$ cat src/rtl/bcd_7seg.sv
// Registered hexadecimal seven-segment decoder with blanking and update enable.
// The segment outputs come straight from a register, so no input reaches h combinationally.
module bcd_7seg #(
  parameter int ACTIVE_LOW = 1
) (
  input  logic       clk,
  input  logic       rst_n,
  input  logic       en,
  input  logic       blank,
  input  logic [3:0] b,
  output logic [6:0] h
);

  localparam logic [6:0] SEG_OFF = (ACTIVE_LOW != 0) ? 7'h7F : 7'h00;

  // Glyph table in active-low form (bit 0 = a ... bit 6 = g); 0 lights a segment.
  function automatic logic [6:0] decode_al(input logic [3:0] nib);
    logic [6:0] r;
    r = 7'h7F;
    case (nib)
      4'h0: r = 7'b1000000;
      4'h1: r = 7'b1111001;
      4'h2: r = 7'b0100100;
      4'h3: r = 7'b0110000;
      4'h4: r = 7'b0011001;
      4'h5: r = 7'b0010010;
      4'h6: r = 7'b0000010;
      4'h7: r = 7'b1111000;
      4'h8: r = 7'b0000000;
      4'h9: r = 7'b0010000;
      4'hA: r = 7'b0001000;
      4'hB: r = 7'b0000011;
      4'hC: r = 7'b1000110;
      4'hD: r = 7'b0100001;
      4'hE: r = 7'b0000110;
      4'hF: r = 7'b0001110;
      default: r = 7'h7F;
    endcase
    return r;
  endfunction

  function automatic logic [6:0] apply_polarity(input logic [6:0] al);
    return (ACTIVE_LOW != 0) ? al : ~al;
  endfunction

  logic [6:0] h_p0;

  // Stage p0: output register; reset forces the blank pattern without a clock.
  always_ff @(posedge clk or negedge rst_n) begin
    if (!rst_n) begin
      h_p0 <= SEG_OFF;
    end else if (en) begin
      h_p0 <= blank ? SEG_OFF : apply_polarity(decode_al(b));
    end
  end

  assign h = h_p0;

endmodule

$ cat config.mk
export PLATFORM = sky130hd
export DESIGN_NAME = bcd_7seg
export DESIGN_NICKNAME = d
export VERILOG_FILES = /design/src/rtl/bcd_7seg.sv
export SDC_FILE = /design/constraint.sdc
export NUM_CORES = 1
export LEC_CHECK = 0
export CORE_AREA = 2 2 39 41
export DETAILED_ROUTE_END_ITERATION = 8
export DIE_AREA = 0 0 41 43
export DONT_BUFFER_PORTS = 1
export MAX_ROUTING_LAYER = met4
export SLEW_MARGIN = 0
export SYNTH_ARGS = -nofsm -noshare
export SYNTH_HDL_FRONTEND = slang
export SYNTH_SLANG_ARGS = --single-unit
$ cat constraint.sdc
create_clock -name clk -period 1.1 [get_ports clk]
set_input_delay 0.22 -clock clk [delete_from_list [all_inputs] [get_ports clk]]
set_output_delay 0.22 -clock clk [all_outputs]
set_load 0.01 [all_outputs]
# == Yosys cells after proc, flatten, opt, wreduce, memory -nomap -nowiden ==
# Memories as Yosys holds them, arrays and structs flattened.
# Cells that the tools add are included.
# word_totals
ff_bits,7
inputBits,8
out_inout_bits,7
memories,1
mem_bits_ro,112
wordCells,3
# classes
muxes,1
# memory_table
memory,depth,word_bits,read_ports,rd_ports_with_merged_regs,write_ports,line_no,source
(no name shown),16,7,1,0,0,20,case (nib)
# ops
cell,n
$mux W7,1

# == Depth between registers and ports, before layout ==
# An unclocked memory read counts as a cell.
# logic_depth
depth_word,2
depth_mapped,5
depth_no_buf,5

# == Worst setup path after synthesis ==
# No wires, ideal clock.
# synth_path
path_kind,in2reg
from,in b[0]
to,reg h_p0[6] (netlist: h[6])
setup_time_ns,0.084
path_slack_ns,-0.007
t_arrival_ns,1.022
t_required_ns,1.016
n_path_buf,0
cell_stages,5
cell_sequence,inv_1 ha_1 mux2_2 a221oi_1 nor2_1
# synth_between
elab_chain_len,2
# synth_lines
item,line_no,source
start: declaration,10,"input logic [3:0] b,"
$mem_v2 Z16 W7,n/a,
$mux W7,53,h_p0 <= blank ? SEG_OFF : apply_polarity(decode_al(b));
end signal: assignment,53,
end: declaration,46,logic [6:0] h_p0;
# Every way passes these cells.
# A chain may end at the register's enable or synchronous reset.

# == Final worst setup path ==
# layout_path
from,reg h_p0[6] (netlist: h[6])
to,out h[6]
# layout_lines
item,line_no,source
end: declaration,11,output logic [6:0] h
# No word-level cell between the ends.

==> metrics.txt <==
n_diodes 0; fin cells slightly below 80; dpl hpwl 847 µm; Layout fillers 141; max-slew violation count 0; IO Count 15; port bufs 0; f_max approximately 0.96 GHz; post-synth top area share 33.9%; Initial DRT Pass Iterations 4; Synth area leader dfstp_2; Worst-Skew Late Latency 260 ps; layout cells sized above 1 between 30% and 40%; Seq pwr share 48.8%; Nets slightly below 80; most frequent cells in the layout nor2_1, ha_1, dfstp_2, buf_4; Internal 0.511 mW; vias in the first global route 383; chip height roughly 43 µm; hold worst-path end h[0]; Area Overhead vs Synth 12.9%; Max Fanout on Critical Path 2; routed len/inst about 14 µm; cell depth of the worst flop-to-flop path 2; Sw Pwr 0.185 mW; via count approximately 430; TritonCTS Sinks 7; Clock Skew 0 ps; average footprint of a synthesized cell 9.87 µm²; status finished clean; Clock Power Share between 30% and 40%; internal reg-to-reg setup slack 190 ps; final period utilization 94.9%; commonest non-fill, non-tap cell in the layout nor2_1; total CTS buffers 3; CP arrival 820 ps; # DRC 0; Slew @ Worst Pin 329 ps; area of the multi-input gates roughly 330 µm²; Levels on crit path 0; final setup fails 0; Worst Setup Slack, final ~56 ps; Avg Vias per Cell between 5 and 6; WHS Path Cells 2; Fin. Hold Viols 0; post-CTS sizing 0; clock slew at reported path FFs around 60 ps; antenna viol nets, final 0; max reg flops 7; hold crit path type primary input to flop; Remaining Overflow, GRT 0; HP Start b[2]; Synth Instances between 50 and 60; final wirelength 1.10 mm; Initial DRC Count 5; type of origin of the critical path flop; Cell variety after synth 22; Tmin final 1040 ps; total track usage 15.5%; placed cells 73; max-cap violation count 0; RSZ-0062 raised after global routing false; starting density of the core 39.2%; CP Class flop to output port; Post-Syn Area 543 µm²; Bufs on Longest Clock Path 2; worst r2r src h[3]; CTS tree built; Syn Nets 70; Core Area 1380 µm²; die outline width 41 µm; num rows 14; Pleak roughly 0.27 nW; initial antenna violation count 0; Max VDD drop roughly 700 µV; H-tree levels 1; FF-to-FF End h[3]; CP required between 800 and 900 ps; clock root buffer master clkbuf_4; Synth warnings 0; largest net degree at the start of global routing 14; Yosys reg bits 7; Crit. End Element output port; FF+latch area 184 µm²; sequential element share of the synthesized area between 30 and 40%; PwrDens between 1000 and 1500 nW/µm²; top cells by area, synth dfstp_2, ha_1, nor2_1; die footprint 1760 µm²; RePlAce Congestion 0.779; Rel. slew slack ~78%; first-pass GRT wire length about 1.8 mm; Sw Ratio 26.6%; logic gate share of total power 16.7%; pre-CTS setup slack -134 ps
==> power groups by stage <==
stage / sequential (mW) / combinational, mW / clock [mW]
floorplan: 0.339 / 0.102 / 0
global placement: 0.343 / 0.110 / 0
detailed placement: 0.344 / 0.110 / 0
CTS: 0.341 / 0.119 / 0.246
global route: 0.344 / 0.132 / 0.269
finish: 0.340 / 0.116 / 0.240
==> per-stage QoR <==
| step | hold slack, ps | util [%] | area (µm²) | total power [mW] | TNS, ps |
|---|---|---|---|---|---|
| 6_report | 69.9 | 44.3 | 613 | 0.697 | 0 |
| 2_1_floorplan | 72.2 | - | 549 | 0.441 | 0 |
| 5_1_grt | 91.0 | 44.3 | 613 | 0.745 | 0 |
| 3_3_place_gp | 72.5 | 41.7 | 577 | 0.454 | -130 |
| 4_1_cts | 72.2 | 44.3 | 613 | 0.705 | 0 |
| 3_5_place_dp | 72.5 | 41.7 | 577 | 0.454 | -185 |
==> cell type report <==
| cell class | instances | share of cell area [%] |
|---|---|---|
| tap | 16 | 3.27 |
| multi-input combinational | 43 | 53.5 |
| sequential | 7 | 30.0 |
| inverter | 2 | 1.22 |
| timing repair buffer | 6 | 7.76 |
| clock buffer | 4 | 4.29 |
==> synth_stat cells <==
library cell and count:
a211oi_1 1, a21oi_1 2, a221oi_1 3, a2bb2oi_1 1, a31oi_1 1, and2_1 1
buf_4 1, buf_6 2, dfstp_2 7, ha_1 7, inv_1 2, mux2_2 2
mux2i_1 3, nand2_1 3, nand2b_1 2, nor2_1 10, nor2b_1 1, nor2b_4 1
nor3_1 2, nor3b_1 1, o211ai_1 1, o32a_1 1
==> timing repair <==
item	4_1_cts	5_1_grt
buffers inserted	0	0
hold endpoints to repair	7	0
hold buffers	1	0
==> worst max path at each step <==
stage / from / endpoint / slack, ps
after floorplan: b[1] / h[5] / 8
after global placement: b[1] / h[5] / -110
after detailed placement: b[1] / h[5] / -130
after CTS: h[6] / h[6] / 60
after global routing: h[6] / h[6] / 30
final: h[6] / h[6] / 60
==> layer usage <==
layer / vias up / routed length (µm) / GRT usage [%]
li1: 207 / - / -
met1: 207 / 472 / 19.3
met2: 13 / 564 / 22.5
met3: 0 / 65 / 6.81
met4: 0 / 0 / 4.00
met5: - / 0 / -
==> cells by family after synthesis <==
kind of cell | Yosys count | share of synthesized area (%)
AO/OA/AOI/OAI | 10 | 14.1
adder cells (fa/ha/maj) | 7 | 16.1
buffers and inverters | 5 | 6.91
flip-flops | 7 | 33.9
multiplexers | 5 | 9.68
AND/OR/NAND/NOR | 21 | 19.4
(Power assumes the default switching activity.)
